--- src/rtl/bram_rd_unpacker.sv ---
// -----------------------------------------------------------------------------
// bram_rd_unpacker
//
// Read-side sequencer for an asymmetric simple-dual-port BRAM read port.
// A START_i pulse launches a burst of LEN_i word reads from BASE_ADDR_i. The
// address wraps modulo 2^ADDR_WIDTH. Each DATA_WIDTH word is split into RATIO
// OUT_WIDTH beats, least-significant slice first. The beats are presented on a
// valid/ready stream.
//
// Ports
//   clock0       in   rising-edge clock
//   RESET_ni     in   asynchronous active-low reset
//   START_i      in   1-cycle start pulse; only honoured while idle
//   BASE_ADDR_i  in   first word address, sampled with START_i
//   LEN_i        in   word count 0..2^ADDR_WIDTH, sampled with START_i
//   BUSY_o       out  burst in progress (RUN or FIN)
//   DONE_o       out  1-cycle pulse after the last beat is accepted
//   REN_o        out  BRAM read enable
//   RD_ADDR_o    out  BRAM read address
//   RDATA_i      in   BRAM read data, valid the cycle after REN_o
//   M_VALID_o    out  stream beat valid
//   M_DATA_o     out  stream beat data
//   M_LAST_o     out  final beat of the burst
//   M_READY_i    in   stream accept
// -----------------------------------------------------------------------------
module bram_rd_unpacker #(
    parameter int ADDR_WIDTH = 10,
    parameter int DATA_WIDTH = 18,  // must equal OUT_WIDTH*RATIO
    parameter int OUT_WIDTH  = 9,
    parameter int RATIO      = 2
) (
    input  logic                  clock0,
    input  logic                  RESET_ni,
    input  logic                  START_i,
    input  logic [ADDR_WIDTH-1:0] BASE_ADDR_i,
    input  logic [ADDR_WIDTH:0]   LEN_i,
    output logic                  BUSY_o,
    output logic                  DONE_o,
    output logic                  REN_o,
    output logic [ADDR_WIDTH-1:0] RD_ADDR_o,
    input  logic [DATA_WIDTH-1:0] RDATA_i,
    output logic                  M_VALID_o,
    output logic [OUT_WIDTH-1:0]  M_DATA_o,
    output logic                  M_LAST_o,
    input  logic                  M_READY_i
);

    localparam logic [1:0] S_IDLE = 2'd0;
    localparam logic [1:0] S_RUN  = 2'd1;
    localparam logic [1:0] S_FIN  = 2'd2;

    localparam int SLW = (RATIO > 1) ? $clog2(RATIO) : 1;

    logic [1:0]            state;
    logic [ADDR_WIDTH-1:0] rd_addr;
    logic [ADDR_WIDTH:0]   issue_left;  // reads still to issue
    logic [ADDR_WIDTH:0]   pop_left;    // words still to emit; 1 means head is the last word
    logic                  in_flight;   // a read was issued last cycle, data arrives now
    logic [DATA_WIDTH-1:0] word_buf [2];
    logic                  wr_ptr;
    logic                  rd_ptr;
    logic [1:0]            occ;         // buffered words, 0..2
    logic [SLW-1:0]        slice;

    logic                  ren;
    logic                  beat_valid;
    logic                  last_slice;
    logic                  xfer;
    logic                  pop;
    logic                  beat_last;
    logic [DATA_WIDTH-1:0] head;
    logic [OUT_WIDTH-1:0]  beat_data;

    // Reads in flight count against buffer space, so a captured word always
    // has a free entry and no read is ever dropped.
    always_comb begin
        // NOTE: every combinational output gets a default first so no path
        // leaves it unassigned, which would otherwise infer a latch.
        beat_data  = '0;
        ren        = (state == S_RUN) && (issue_left != '0) && ((occ + {1'b0, in_flight}) < 2'd2);
        beat_valid = (state == S_RUN) && (occ != 2'd0);
        last_slice = (slice == SLW'(RATIO - 1));
        xfer       = beat_valid && M_READY_i;
        pop        = xfer && last_slice;
        beat_last  = beat_valid && last_slice && (pop_left == (ADDR_WIDTH+1)'(1));
        head       = word_buf[rd_ptr];
        if (beat_valid) begin
            for (int k = 0; k < RATIO; k++) begin
                if (slice == SLW'(k)) beat_data = head[k*OUT_WIDTH +: OUT_WIDTH];
            end
        end
    end

    always_ff @(posedge clock0 or negedge RESET_ni) begin
        if (!RESET_ni) begin
            state      <= S_IDLE;
            rd_addr    <= '0;
            issue_left <= '0;
            pop_left   <= '0;
            in_flight  <= 1'b0;
            wr_ptr     <= 1'b0;
            rd_ptr     <= 1'b0;
            occ        <= 2'd0;
            slice      <= '0;
        end else begin
            // NOTE: sequential state uses non-blocking assignments so every
            // register samples pre-edge values regardless of statement order.
            case (state)
                S_IDLE: begin
                    if (START_i) begin
                        rd_addr    <= BASE_ADDR_i;
                        issue_left <= LEN_i;
                        pop_left   <= LEN_i;
                        slice      <= '0;
                        state      <= (LEN_i == '0) ? S_FIN : S_RUN;
                    end
                end
                S_RUN:   if (xfer && beat_last) state <= S_FIN;
                S_FIN:   state <= S_IDLE;
                default: state <= S_IDLE;
            endcase

            in_flight <= ren;
            if (ren) begin
                rd_addr    <= rd_addr + 1'b1;  // wraps modulo 2^ADDR_WIDTH
                issue_left <= issue_left - 1'b1;
            end

            if (xfer) slice <= last_slice ? '0 : slice + 1'b1;

            if (pop) begin
                rd_ptr   <= ~rd_ptr;
                pop_left <= pop_left - 1'b1;
            end

            if (in_flight) wr_ptr <= ~wr_ptr;

            // A capture and a pop in the same cycle leave occupancy unchanged.
            case ({in_flight, pop})
                2'b10:   occ <= occ + 2'd1;
                2'b01:   occ <= occ - 2'd1;
                default: occ <= occ;
            endcase
        end
    end

    // NOTE: the word buffer has no reset; its contents are only observed
    // while occupancy says the entry holds a captured word.
    always_ff @(posedge clock0) begin
        if (in_flight) word_buf[wr_ptr] <= RDATA_i;
    end

    assign BUSY_o    = (state != S_IDLE);
    assign DONE_o    = (state == S_FIN);
    assign REN_o     = ren;
    assign RD_ADDR_o = rd_addr;
    assign M_VALID_o = beat_valid;
    assign M_DATA_o  = beat_data;
    assign M_LAST_o  = beat_last;

endmodule

--- config.mk ---
export PLATFORM = sky130hd
export DESIGN_NAME = bram_rd_unpacker
export DESIGN_NICKNAME = d
export VERILOG_FILES = /design/src/rtl/bram_rd_unpacker.sv
export SDC_FILE = /design/constraint.sdc
export NUM_CORES = 1
export LEC_CHECK = 0
export BUFFER_PORTS_ARGS = -buffer_cell sky130_fd_sc_hd__buf_2
export CAP_MARGIN = 20
export CELL_PAD_IN_SITES_DETAIL_PLACEMENT = 1
export CELL_PAD_IN_SITES_GLOBAL_PLACEMENT = 2
export CORE_ASPECT_RATIO = 0.5
export CORE_MARGIN = 2
export CORE_UTILIZATION = 39
export DETAILED_ROUTE_END_ITERATION = 8
export PLACE_DENSITY = 0.94
export SYNTH_ARGS = -nofsm -noshare
export SYNTH_HDL_FRONTEND = slang
export SYNTH_SLANG_ARGS = --single-unit
--- constraint.sdc ---
create_clock -name clock0 -period 6.2 [get_ports clock0]
set_input_delay 0.31 -clock clock0 [delete_from_list [all_inputs] [get_ports clock0]]
set_output_delay 0.31 -clock clock0 [all_outputs]
set_load 0.02 [all_outputs]
; Word level (Yosys, flattened, before mapping)
; Memories as Yosys holds them, arrays and structs flattened.
; Cells that the tools add are included.
[classes]
addsub = 7
div = 0
mul = 0
mux = 20
n_bitwise = 2
n_shift = 0
n_eq_ne = 7
reduce_logical = 24
n_lt_le_gt_ge = 1
[ops]
columns = cell, count
row1 = $mux 11, 4
row2 = $mux 10, 3
row3 = $sub 11x1->11 const B, 2
row4 = $mux 9, 2
row5 = $reduce_bool 2->1, 9
row6 = $eq 11x1->1 const B, 1
row7 = $logic_not 11->1, 1
row8 = $reduce_bool 11->1, 1
row9 = $add 10x1->10 const B, 1
row10 = $logic_and 1x1->1, 8
row11 = $pmux 2 s2, 2
row12 = $reduce_and 2->1, 4
row13 = $mux 1, 6
row14 = $mux 2, 3
row15 = $eq 2x1->1 const B, 2
row16 = $eq 2x2->1 const B, 2
row17 = $add 2x1->2, 1
row18 = $add 2x1->2 const B, 1
row19 = $logic_not 2->1, 1
row20 = $lt 2x2->1 const B, 1
row21 = $ne 2x1->1 const B, 1
row22 = $ne 2x2->1 const B, 1
row23 = $not 1->1, 2
row24 = $sub 2x1->2 const B, 1
row25 = $add 1x1->1 const B, 1
[word_totals]
wordCells = 71
register_bits = 40
mem_bits_ro = 0
output_inout_bits = 24
latch_bits = 0
ram_bits = 36
n_memories = 1
[mem_list]
columns = name, words, word_bits, rd, rd_clocked_by_memory_dff, write_ports, line_no
row1 = word_buf, 2, 18, 1, 0, 1, 59  ; logic [DATA_WIDTH-1:0] word_buf [2];

; Depth between registers and ports, before layout
[logic_depth]
word_depth = 7
ltp_mapped = 9
depth_no_buf = 8

; Least setup slack after synthesis
; OpenSTA, ideal clock, no wires.
[synth_timing]
path_type = register -> register
from = register issue_left[0]
to = register rd_addr[5] (netlist: RD_ADDR_o[5])
setup_time_ps = 126
stages_incl_launch_ff = 10
required_time_ps = 6074
arrival_ps = 2275
path_slack_ps = 3799
cell_sequence = dfrtp_1 -> inv_1 -> ha_1 -> or4b_4 -> or4_4 -> nand2_2 -> inv_2 -> buf_6 -> a21o_1 -> a221o_1
[synth_between]
elab_chain_len = 5
[synth_lines]
columns = item, line_no
row1 = from (decl), 56  ; logic [ADDR_WIDTH:0] issue_left;
row2 = from (signal assigned), 112  ; issue_left <= LEN_i;
row3 = from (signal assigned), 126  ; issue_left <= issue_left - 1'b1;
row4 = $reduce_bool 11->1 *, 80  ; ren = (state == S_RUN) && (issue_left != '0) && ((occ + {1'b0, in_flight}) < 2'd2);
row5 = $logic_and 1x1->1 * (2 in a row), 80
row6 = named net REN_o, 39  ; output logic REN_o,
row7 = $reduce_bool 2->1 (no line), --
row8 = $reduce_and 2->1 (no line), --
row9 = to (signal assigned), 111  ; rd_addr <= BASE_ADDR_i;
row10 = to (signal assigned), 125  ; rd_addr <= rd_addr + 1'b1;
row11 = to (decl), 55  ; logic [ADDR_WIDTH-1:0] rd_addr;
; Mark *: on every way through the listed nets, which the timed path passes. The rest lies on a longest branch.
; A chain may end at the register's enable or synchronous reset.

; Final worst setup path
[layout_timing]
from = register issue_left[0]
to = output REN_o
[layout_between]
elab_chain_len = 3
[layout_lines]
columns = item, line_no
row1 = $reduce_bool 11->1, 80
row2 = $logic_and 1x1->1 (2 in a row), 80
row3 = to (decl), 39
; Every way passes these cells.

==> results.yml <==
global_route:
  grt_usage_pct: 19.7
  grt_pass1_vias: 2978
  met1_usage_pct: 23.4
  grt_use_met3_pct: 4.95
  antenna_found_initial: 0
  grt_pass1_wl_mm: 15.2
  grt-busiest-layer: "met2"
  use_met2_pct: 35.5
  grt_max_degree: 41
  gr-total-overflow: 0
placed_design:
  io_buffers: 66
  dp.cells: 466
  post-place-ws_ns: 3.31
  dpl_cell_area_mm2: 0.00401
  post-dp-hpwl_mm: 6.39
  gpl.final_weighted_congestion: 0.875
cts:
  ctsRootBufferMaster: "clkbuf_16"
  numCtsBuffers: 9
  htreeDepth: 3
  clkLatencyLatePin_ns: 0.33
  ctsLongestPathBuffers: 2
  cts.sinks: 76
  cts_resized: 0
  clk_pin_slew_ns: 0.06
  cts_setup_buffers: 0
  ctsHoldBuffers: 0
  cts_tree: "yes"
power:
  combPwrFrac_pct: 37.7
  switching_share_pct: 38.3
  power_switching_mw: 0.914
  vdd_drop_max_uv: 235
  p_clk_share_pct: 23.3
  power_frac_seq_pct: 39.1
  p_per_area_mw_per_mm2: 551
  p_leak_nw: 1.76
  internal_power_mw: 1.47
  p_total_mw: 2.38
logic_synthesis:
  synth_compound_area_share_pct: 12.1
  synthSimpleGateAreaFrac_pct: 17.6
  ys_seq_elements: 76
  ys_top_cells_by_area: "edfxtp_1 (30%), dfrtp_1 (28%), mux4_2 (5.7%)"
  synth-async-reset-ratio_pct: 52.6
  synth_nets: 341
  avgSynthCellArea_um2: 12.2
  ys_seq_area_share_pct: 58.2
  synth_edf_count: 36
  synth_xor_xnor_area_share_pct: 1.23
  ys.flop_type: "dfrtp_1"
  synth_top_area_share_pct: 30.2
  synth_top_family_by_area: "simple AND/OR/NAND/NOR gates"
  synth_top_area_cell: "edfxtp_1"
  netlist_area_mm2: 0.00357
  yosysWarnings: 0
  synth.mux.area_fraction_pct: 6.55
  yosysUniqueCellTypes: 51
  synth_fa_ha_area_share_pct: 1.75
  syn-instance-count: 293
final_layout:
  stdcell_count: 481
  fillers: 947
  area_growth_syn_to_layout_pct: 21.0
  num_antenna_cells: 0
  final_common_cell: "buf_2"
  nets: 408
  drive_above_1_share_pct: 28.8
  mostFrequentLayoutCells: "buf_2 (66), dfrtp_1 (40), edfxtp_1 (36)"
  design_area_mm2: 0.00433
floorplanning:
  row_count: 24
  dieArea_mm2: 0.00999
  start_util_pct: 40.6
  die_x_um: 139
  core_area_mm2: 0.00880
  die_y_um: 71.7
  io_pins: 67
worst_setup_path:
  crit_type: "reg -> out"
  reg2regPathDepth: 8
  worstPathArrival_ns: 2.81
  worstPathRequired_ns: 5.89
  critPathLaunchType: "flip-flop"
  cp_max_fo: 22
  endpoint_kind: "output port"
timing:
  drv_slew: 0
  hold_violations: 0
  report.final.setup_viol: 0
  period_share_pct: 50.4
  fin_setup_tns_ns: 0
  max_freq_mhz: 320
  setup_slack_ns: 3.08
  skew_ns: 0.00451
  min_period_ns: 3.12
  rsz0062_at_grt: "false"
  slew_headroom_pct: 37.0
  tightest_slew_ns: 0.946
routing:
  drt_iter0_drc: 105
  drt_pass1_iterations: 4
  wl_per_cell_um: 18.9
  detail-route-antenna-nets: 0
  drt-total-wl_mm: 9.11
  vias: 2702
  viasPerCell: 5.62
  route.detailed.drc: 0
job:
  maxCapViolCount: 0
outcome:
  status: "completed"
min_path:
  min-delay-path-class: "in -> async"
==> synth_stat cells (2+ instances only) <==
| cell | count |
|---|---|
| or4_1 | 4 |
| nor2_1 | 13 |
| nor3_1 | 13 |
| and2_1 | 11 |
| buf_2 | 2 |
| nor4_1 | 6 |
| nand2_1 | 28 |
| edfxtp_1 | 36 |
| a21oi_1 | 11 |
| a211o_1 | 2 |
| o311ai_0 | 7 |
| o21ai_0 | 3 |
| and3_1 | 2 |
| mux2i_1 | 2 |
| xor2_1 | 2 |
| ha_1 | 5 |
| nor2b_1 | 3 |
| or3_1 | 5 |
| nand4_1 | 6 |
| a221o_1 | 6 |
| xnor2_1 | 3 |
| dfrtp_1 | 40 |
| or2_2 | 4 |
| mux4_2 | 9 |
| nand2b_1 | 4 |
| nand3_1 | 12 |
| o211ai_1 | 9 |
| a22oi_1 | 2 |
| o221a_2 | 3 |
| clkbuf_1 | 8 |
| inv_1 | 8 |
| a21o_1 | 5 |
==> through the flow <==
stage / hold slack, ns / utilization, %
after CTS: 0.154 / 49.2
after global placement: 0.470 / 45.6
after global routing: 0.144 / 49.2
after floorplan: 0.0144 / -
after detailed placement: 0.472 / 45.6
final: 0.127 / 49.2
==> area by class of cell <==
class / count / area [µm²] / area share, %
clock inverter: 6 / 90.1 / 2.08
multi-input combinational: 196 / 1400 / 32.4
clock buffer: 9 / 225 / 5.21
timing repair buffer: 68 / 345 / 7.98
sequential: 76 / 2080 / 48.1
tap: 117 / 146 / 3.38
inverter: 9 / 33.8 / 0.781
==> cell families after synthesis <==
group                      count (synthesis)
buffers and inverters                     21
and+or+nand+nor                          118
muxes                                     12
AOI/OAI and AO/OA                         56
DFF                                       76
xor gates and xnor gates                   5
adders and majority gates                  5
==> path summary, 6_finish.rpt <==
path | from | to | slack, ns
min in group clock0 | RDATA_i[2] | word_buf[1][2] | 0.17
setup reg to reg | issue_left[0] | RD_ADDR_o[5] | 3.32
hold reg to reg | wr_ptr | wr_ptr | 0.48
max in group asynchronous | RESET_ni | occ[0] | 5.48
setup / recovery | issue_left[0] | REN_o | 3.08
hold / removal | RESET_ni | issue_left[3] | 0.13
==> flip-flops by register name, indices dropped and copies added (netlist names) <==
signal      count
word_buf       36
wr_ptr          1
occ             2
last_slice      1
rd_ptr          1
in_flight       1
RD_ADDR_o      10
issue_left     11
state           2
pop_left       11
==> per-layer routing <==
metal  share of wire (%)  vias up
met5                   0        -
met4                 2.1        0
met3                 4.3       15
met2                  49       65
met1                  44     1357
li1                    -     1265
==> critical path: stages, from the launching register on <==
cell	delay, ns
dfrtp_1	0.40
inv_1	0.08
ha_1	0.20
or4b_4	0.51
or4_4	0.50
nand2_2	0.35
inv_2	0.22
buf_2	0.21
==> power groups by stage <==
stage	Combinational (mW)	Sequential (mW)	Clock, mW
final	0.897	0.931	0.554
after floorplan	0.664	0.892	0
after CTS	0.912	0.935	0.569
after global placement	0.856	0.918	0
after detailed placement	0.905	0.938	0
after global routing	0.989	0.968	0.593
(Power assumes the default switching activity.)
